<file path="config.mk">
export PLATFORM = sky130hd
export DESIGN_NAME = polaris_fetch_queue
export DESIGN_NICKNAME = d
export VERILOG_FILES = /design/src/rtl/polaris_pkg.sv /design/src/rtl/polaris_sync_fifo.sv /design/src/rtl/polaris_fetch_queue.sv
export SDC_FILE = /design/constraint.sdc
export NUM_CORES = 1
export LEC_CHECK = 0
export ABC_CLOCK_PERIOD_IN_PS = 6830
export CORE_MARGIN = 3
export CORE_UTILIZATION = 50
export CTS_BUF_LIST = sky130_fd_sc_hd__clkbuf_4
export CTS_CLUSTER_SIZE = 25
export DETAILED_ROUTE_END_ITERATION = 10
export DONT_BUFFER_PORTS = 1
export GPL_TIMING_DRIVEN = 0
export PLACE_DENSITY = 0.71
export SKIP_LAST_GASP = 1
export SYNTH_ARGS = -nofsm -noshare
export SYNTH_HDL_FRONTEND = slang
export SYNTH_HIERARCHICAL = 1
export SYNTH_SLANG_ARGS = --single-unit
</file>
<file path="constraint.sdc">
create_clock -name clk_i -period 6.83 [get_ports clk_i]
set_input_delay 1.366 -clock clk_i [delete_from_list [all_inputs] [get_ports clk_i]]
set_output_delay 1.366 -clock clk_i [all_outputs]
set_load 0.01 [all_outputs]
</file>
<file path="src/rtl/polaris_pkg.sv">
// ============================================================================
// polaris_pkg: shared constants and types for the Polaris fetch front end.
// Rev 1.0
// ============================================================================
`default_nettype none

package polaris_pkg;

    localparam logic [1:0]  ISIZ_NONE            = 2'b00;
    localparam logic [1:0]  ISIZ_WORD            = 2'b10;
    localparam logic [63:0] DEFAULT_RESET_VECTOR = 64'hFFFF_FFFF_FFFF_FF00;

    typedef enum logic [0:0] {
        FETCH = 1'b0,
        HALT  = 1'b1
    } fetch_state_e;

    function automatic logic pc_misaligned(input logic [1:0] pc_lo);
        return pc_lo != 2'b00;
    endfunction

endpackage

`default_nettype wire

</file>
<file path="src/rtl/polaris_sync_fifo.sv">
// ============================================================================
// polaris_sync_fifo: power-of-two synchronous FIFO with flush and occupancy.
// Rev 1.0
// ============================================================================
`default_nettype none

module polaris_sync_fifo
    import polaris_pkg::*;
#(
    parameter int WIDTH = 96,
    parameter int DEPTH = 4
) (
    input  logic                       clk_i,
    input  logic                       reset_i,
    input  logic                       push_i,
    input  logic [WIDTH-1:0]           wdata_i,
    input  logic                       pop_i,
    input  logic                       flush_i,
    output logic [WIDTH-1:0]           rdata_o,
    output logic [$clog2(DEPTH):0]     count_o,
    output logic                       empty_o,
    output logic                       full_o
);

    localparam int PW = $clog2(DEPTH);
    localparam int CW = PW + 1;

    logic [WIDTH-1:0] mem_q [DEPTH];
    logic [PW-1:0]    wptr_q, wptr_d;
    logic [PW-1:0]    rptr_q, rptr_d;
    logic [CW-1:0]    count_q, count_d;
    logic             w_push;
    logic             w_pop;

    assign empty_o = (count_q == '0);
    assign full_o  = (count_q == CW'(DEPTH));
    assign count_o = count_q;
    assign rdata_o = mem_q[rptr_q];

    // Flush wins over both push and pop; illegal pushes/pops are dropped here too.
    assign w_push = push_i & ~full_o  & ~flush_i;
    assign w_pop  = pop_i  & ~empty_o & ~flush_i;

    always_comb begin
        wptr_d  = wptr_q;
        rptr_d  = rptr_q;
        count_d = count_q;
        if (flush_i) begin
            wptr_d  = '0;
            rptr_d  = '0;
            count_d = '0;
        end else begin
            if (w_push) wptr_d = wptr_q + PW'(1);
            if (w_pop)  rptr_d = rptr_q + PW'(1);
            case ({w_push, w_pop})
                2'b10:   count_d = count_q + CW'(1);
                2'b01:   count_d = count_q - CW'(1);
                default: count_d = count_q;
            endcase
        end
    end

    always_ff @(posedge clk_i or negedge reset_i) begin
        if (!reset_i) begin
            wptr_q  <= '0;
            rptr_q  <= '0;
            count_q <= '0;
        end else begin
            wptr_q  <= wptr_d;
            rptr_q  <= rptr_d;
            count_q <= count_d;
        end
    end

    // Storage is intentionally unreset; occupancy guarantees stale words are never shown.
    always_ff @(posedge clk_i) begin
        if (w_push) mem_q[wptr_q] <= wdata_i;
    end

endmodule

`default_nettype wire

</file>
<file path="src/rtl/polaris_fetch_queue.sv">
// ============================================================================
// polaris_fetch_queue: sequential instruction prefetch queue with redirect/jam.
// Rev 1.0
// ============================================================================
`default_nettype none

module polaris_fetch_queue
    import polaris_pkg::*;
#(
    parameter int          AW           = 64,
    parameter int          DEPTH        = 4,
    parameter logic [63:0] RESET_VECTOR = DEFAULT_RESET_VECTOR
) (
    input  logic                   clk_i,
    input  logic                   reset_i,
    input  logic                   iack_i,
    input  logic [31:0]            idat_i,
    output logic [AW-1:0]          iadr_o,
    output logic [1:0]             isiz_o,
    output logic [31:0]            inst_o,
    output logic [AW-1:0]          inst_pc_o,
    output logic                   inst_valid_o,
    input  logic                   inst_take_i,
    input  logic                   redirect_i,
    input  logic [AW-1:0]          redirect_pc_i,
    output logic [$clog2(DEPTH):0] count_o,
    output logic                   jammed_o
);

    localparam int QW = AW + 32;

    fetch_state_e  state_q, state_d;
    logic [AW-1:0] fetch_pc_q, fetch_pc_d;

    logic          w_req;
    logic          w_push;
    logic          w_pop;
    logic          w_empty;
    logic          w_full;
    logic [QW-1:0] w_head;

    // Request is held low while in reset so no bus activity leaks out.
    assign w_req  = reset_i & (state_q == FETCH) & ~w_full;
    assign w_push = w_req & iack_i & ~redirect_i;
    assign w_pop  = inst_take_i & inst_valid_o & ~redirect_i;

    assign isiz_o       = w_req ? ISIZ_WORD : ISIZ_NONE;
    assign iadr_o       = w_req ? fetch_pc_q : '0;
    assign inst_valid_o = ~w_empty;
    assign inst_o       = inst_valid_o ? w_head[31:0]    : 32'h0;
    assign inst_pc_o    = inst_valid_o ? w_head[QW-1:32] : '0;
    assign jammed_o     = (state_q == HALT);

    always_comb begin
        state_d    = state_q;
        fetch_pc_d = fetch_pc_q;
        case (state_q)
            FETCH: begin
                if (redirect_i && pc_misaligned(redirect_pc_i[1:0])) state_d = HALT;
            end
            HALT:    state_d = HALT;
            default: state_d = FETCH;
        endcase
        if (redirect_i)  fetch_pc_d = redirect_pc_i;
        else if (w_push) fetch_pc_d = fetch_pc_q + AW'(4);
    end

    always_ff @(posedge clk_i or negedge reset_i) begin
        if (!reset_i) begin
            state_q    <= FETCH;
            fetch_pc_q <= RESET_VECTOR[AW-1:0];
        end else begin
            state_q    <= state_d;
            fetch_pc_q <= fetch_pc_d;
        end
    end

    polaris_sync_fifo #(
        .WIDTH (QW),
        .DEPTH (DEPTH)
    ) u_queue (
        .clk_i   (clk_i),
        .reset_i (reset_i),
        .push_i  (w_push),
        .wdata_i ({fetch_pc_q, idat_i}),
        .pop_i   (w_pop),
        .flush_i (redirect_i),
        .rdata_o (w_head),
        .count_o (count_o),
        .empty_o (w_empty),
        .full_o  (w_full)
    );

endmodule

`default_nettype wire

</file>
# [After elaboration in Yosys (flattened, before gate mapping)]
# Memories as Yosys holds them, arrays and structs flattened.
# Cells that the tools add are included.
[op_classes] addsub=5 n_eq_ne=3 n_mux=16 bitwise=14 n_reduce_logical=7
[ops] cell="2-to-1 mux 64 bit" count=4
[ops] cell="adder 64 x 3 -> 64 bit, second input constant" count=1
[ops] cell="2-to-1 mux 32 bit" count=1
[ops] cell="AND 1 bit" count=10
[ops] cell="2-to-1 mux 2 bit" count=5
[ops] cell="nonzero test 2 bit" count=4
[ops] cell="case mux 3 bit (2 select lines)" count=1
[ops] cell="adder 2 x 1 -> 2 bit, second input constant" count=2
[ops] cell="inverter 1 bit" count=4
[ops] cell="adder 3 x 1 -> 3 bit, second input constant" count=1
[ops] cell="== test 3 bit, second input constant" count=1
[ops] cell="zero test 3 bit" count=1
[ops] cell="2-to-1 mux 1 bit" count=3
[ops] cell="2-to-1 mux 3 bit" count=1
[ops] cell="nonzero test 3 bit" count=1
[ops] cell="subtractor 3 x 1 -> 3 bit, second input constant" count=1
[ops] cell="== test 2 x 1 -> 1 bit, second input constant" count=1
[ops] cell="== test 2 bit, second input constant" count=1
[ops] cell="case mux 1 bit (2 select lines)" count=1
[ops] cell="logical AND 1 bit" count=1
[word_totals] register_bits=72 ramBits=384 in_bits=101 output_inout_bits=167 mem_count=1
[memory_table] name="u_queue.mem_q" words=4 word_bits=96 read_ports=1 rd_clocked_by_memory_dff=0 wr=1 line_no="polaris_sync_fifo.sv:28" source="logic [WIDTH-1:0] mem_q [DEPTH];"

# [Depth between registers and ports, before layout]
[depth] ltp_word=10 ltp_mapped=14

# [Cells and area by module]
# The synthesis kept the hierarchy.
[by_module_without_submodules] module="polaris_sync_fifo" instances=1 cells_per_inst=566 area_per_inst_um2=14377.5 seq_area_each_um2=11706.2
[by_module_without_submodules] module="polaris_fetch_queue" instances=1 cells_per_inst=627 area_per_inst_um2=5017.3 seq_area_each_um2=1696.6

# [Worst setup path after synthesis]
# Ideal clock, no wire load.
[synth_timing] path_kind="input-to-reg" from="in redirect_i" to="mem u_queue.mem_q[0][0] (enable)" setup_ns=0.466 arrival_ns=4.648 required_ns=6.364 path_slack_ns=1.716 path_stages=6 cell_sequence="clkbuf_1 > clkbuf_1 > nor2_1 > buf_2 > nor3b_1 > and2_1"
[synth_between] elab_chain_cells=6
[synth_lines] item="from (decl)" line_no="polaris_fetch_queue.sv:24" source="input logic redirect_i,"
[synth_lines] item="inverter 1 bit" line_no="polaris_fetch_queue.sv:44" source="assign w_push = w_req & iack_i & ~redirect_i;"
[synth_lines] item="AND 1 bit" line_no="polaris_fetch_queue.sv:44"
[synth_lines] item="via w_push" line_no="polaris_fetch_queue.sv:36" source="logic w_push;"
[synth_lines] item="AND 1 bit (2 in a row)" line_no="polaris_sync_fifo.sv:41" source="assign w_push = push_i & ~full_o & ~flush_i;"
[synth_lines] item="2-to-1 mux 1 bit" line_no="polaris_sync_fifo.sv:77" source="if (w_push) mem_q[wptr_q] <= wdata_i;"
[synth_lines] item="2-to-1 mux 1 bit (implied by the code)" line_no="polaris_sync_fifo.sv:77"
[synth_lines] item="to (decl)" line_no="polaris_sync_fifo.sv:28"
# The timed path passes the listed nets, and every way through them passes these cells.

# [Worst setup path in the final report]
[layout_timing] from="reg u_queue.count_q[1], in the netlist u_queue/count_o[1]" to="out inst_pc_o[33]"
[layout_between] elab_chain_cells=2
[layout_lines] item="from (decl)" line_no="polaris_sync_fifo.sv:31" source="logic [CW-1:0] count_q, count_d;"
[layout_lines] item="from (signal assigned)" line_no="polaris_sync_fifo.sv:71" source="count_q <= count_d;"
[layout_lines] item="zero test 3 bit" line_no="polaris_sync_fifo.sv:35" source="assign empty_o = (count_q == '0);"
[layout_lines] item="via w_empty" line_no="polaris_fetch_queue.sv:38" source="logic w_empty;"
[layout_lines] item="2-to-1 mux 64 bit" line_no="polaris_fetch_queue.sv:51" source="assign inst_pc_o = inst_valid_o ? w_head[QW-1:32] : '0;"
[layout_lines] item="to (decl)" line_no="polaris_fetch_queue.sv:21" source="output logic [AW-1:0] inst_pc_o,"
# The timed path passes the listed nets, and every way through them passes these cells.

==> flow_metrics.tcl <==
set metrics [dict create \
    reg2reg_from "u_queue/count_o[1]" \
    grt_pass1_vias 11400 \
    fp.dieW_um 203 \
    drtIter0Drc 902 \
    power.density_nw_per_um2 263 \
    cp.required_ns 5.46 \
    cap_violations 0 \
    setup_ws_ns 1.89 \
    synth_top_family_by_area "simple AND/OR/NAND/NOR gates" \
    ys_seq_area_share_pct 69.1 \
    cts-root-buf "clkbuf_4" \
    postCtsSetupRepairBufs 0 \
    syn_nets 1300 \
    clock-skew-final_ns 0.0406 \
    async_flop_share_pct 15.8 \
    gr-total-overflow 0 \
    crit_chain "nor3_2, buf_8, clkbuf_1, clkbuf_1, nor2b_1" \
    synth_top_area_share_pct 59.5 \
    start_kind "flip-flop" \
    num_rows 71 \
    endpoint_kind "output port" \
    avgRoutedWirePerCell_um 24.8 \
    core_area_um2 37900 \
    numClockSinks 456 \
    clkTransAtPathRegs_ns 0.07 \
    yosys_most_used_dff "edfxtp_1" \
    antenna_found_initial 12 \
    place_ws_ns 2.27 \
    finalSetupViolCount 0 \
    cp_top_family "buffers and inverters" \
    wirelength_um 48200 \
    dieArea_um2 41200 \
    worstPathMaxFanout 10 \
    rsz0062_at_grt "no" \
    numCtsBuffers 116 \
    fin_nets 1426 \
    fin_util_pct 57.7 \
    leakage_nw 7.00 \
    drive_gt1_share_pct 27.6 \
    grt_max_degree 76 \
    gp_congestion 0.808 \
    finalCritPeriodShare_pct 72.4 \
    synth_area_um2 19400 \
    fmax_mhz 202 \
    post_synth_and_or_nand_nor_area_fraction_pct 12.4 \
    yosysMostFrequentCell "edfxtp_1" \
    cts_tree "built" \
    ios 268 \
    first_pass_iters 6 \
    final_area_um2 21900 \
    syn_to_final_growth_pct 12.9 \
    synth_mux_area_share_pct 11.4 \
    synth_fa_ha_area_share_pct 0.426 \
    cp-startpoint "u_queue/count_o[1]" \
    h-tree-depth 3 \
    vias 11400 \
    synth_cell_types 55 \
    cts_resized 0 \
    ant_nets 0 \
    worstMarginPinSlew_ns 1.03 \
    synth_xor_area_share_pct 1.63 \
    crit_top_cell "clkbuf_1" \
    drv_slew 0 \
    cts_buffer_depth 3 \
    cts_hold_buf 0 \
    synth_edf_count 384 \
    grt.total_usage_pct 23.3 \
    yosysWarnings 6 \
    synth.avg_cell_area_um2 16.3 \
    clkLatencyLatePin_ns 0.80 \
    peakVddDrop_mv 0.188 \
    hpwl_um 31800 \
    die_h_um 203 \
    finalHoldViolCount 0 \
    relSlewSlack_pct 30.5 \
    min_path_type "in2async" \
    critPathBufInv 3 \
    synth_compound_area_share_pct 3.11 \
    arrival_ns 3.58 \
    cpMaxStageDelayCell "nor3_2" \
    criticalPathCategory "reg2out" \
    grt_first_pass_wirelength_um 72000 \
    yosys-top-cells-area "edfxtp_1 (59%), mux4_2 (11%), dfstp_2 (7.6%)" \
    start_util_pct 51.1 \
    synth_top_area_cell "edfxtp_1" \
    vias_per_cell 5.88 \
    max_stage_delay_ns 0.64 \
    ff2ff_setup_slack_ns 2.70 \
    placed_area_um2 20200 \
    period_minus_slack_ns 4.94 \
    syn_inst 1193 \
    port_buffers 0 \
    netlist_top_cells_count "edfxtp_1 (384), nor2b_1 (102), mux4_2 (96)" \
    yosys_register_bits 456 \
    outcome "completed" \
    drc_errors 0 \
]
==> worst register-to-register path, delay by kind of cell, from the launching register on <==
kind / cells / cell delay [ns]
AO/OA/AOI/OAI: 3 / 0.58
adder cells (fa/ha/maj): 1 / 0.52
buffers and inverters: 5 / 1.27
flip-flops: 1 / 0.57
AND/OR/NAND/NOR: 4 / 1.09
==> layout make-up <==
class | count | area, µm²
repair buffers | 8 | 193
multi-input cells | 661 | 5650
fillers | 3028 | 16000
clock inverters | 42 | 307
well taps | 511 | 639
plain buffers | 65 | 320
flip-flops and latches | 456 | 13400
diodes | 11 | 27.5
clock buffers | 176 | 1320
inverters | 11 | 41.3
==> cell usage in the layout (no fill, tap or decap), types with 4 or more instances in the layout <==
cell	netlist	final
edfxtp_1	384	384
clkbuf_4	0	176
nor2b_1	102	102
mux4_2	96	96
and2_1	69	65
nand2_1	58	58
dfstp_2	56	56
o21ai_0	50	50
clkbuf_1	39	39
nor2_1	36	36
nand4_1	36	36
nand3_1	29	29
clkinv_1	0	27
xor2_1	19	19
a31oi_1	19	19
buf_2	18	18
nor3_1	18	17
xnor2_1	17	17
dfrtp_1	16	16
or3_1	13	13
nor4_1	13	13
diode_2	0	11
inv_1	11	11
and3_1	8	8
or4_1	8	8
clkinv_2	0	8
nand2b_1	7	7
and4_1	7	7
o31ai_1	6	6
a221o_1	5	5
ha_1	5	5
bufinv_16	0	5
buf_16	0	5
buf_4	4	4
and2_4	0	4
==> routing by layer <==
layer  part of all wire [%]  GRT usage (%)
met3                    9.9           7.82
met5                  0.042              0
met1                     40           31.0
met4                    2.4           8.71
met2                     48           36.1
==> where the power goes <==
part / switching, W / total [W] / leakage [nW] / internal [W]
sequential: 0.000104 / 0.00320 / 4.24 / 0.00310
clock: 0.00109 / 0.00245 / 0.954 / 0.00137
combinational: 0.0000562 / 0.0000971 / 1.81 / 0.0000409
==> sequential cells by signal, summed over array words and instances (netlist names) <==
name	cells
u_queue/mem_q	384
fetch_pc_q	64
u_queue/wptr_q	2
jammed_o	1
u_queue/rptr_q	2
u_queue/count_o	3
==> metrics by stage <==
step	setup TNS (ns)	hold slack [ns]	power (W)	std cells
6_report	0	0.264	0.00575	1941
3_3_place_gp	-229.58	0.520	0.00335	1704
2_1_floorplan	0	0.485	0.00328	1193
4_1_cts	0	0.153	0.00584	1930
5_1_grt	0	0.173	0.00601	1936
3_5_place_dp	0	0.543	0.00336	1712
==> cell families after synthesis <==
kind of cell / count (synthesis)
AOI/OAI and AO/OA: 99
xor gates and xnor gates: 36
muxes: 101
buffers and inverters: 76
other: 1
DFF: 456
adders and majority gates: 6
and+or+nand+nor: 418
==> path summary, 6_finish.rpt <==
check,endpoint,cells after the start
max,inst_pc_o[33],5
min in group clk_i,u_queue/mem_q[3][93],0
min reg2reg,u_queue/mem_q[3][93],0
max reg2reg,u_queue/count_o[1],13
max in group asynchronous,fetch_pc_q[44],0
min,fetch_pc_q[4],0
Power figures use the tool's default switching activity.
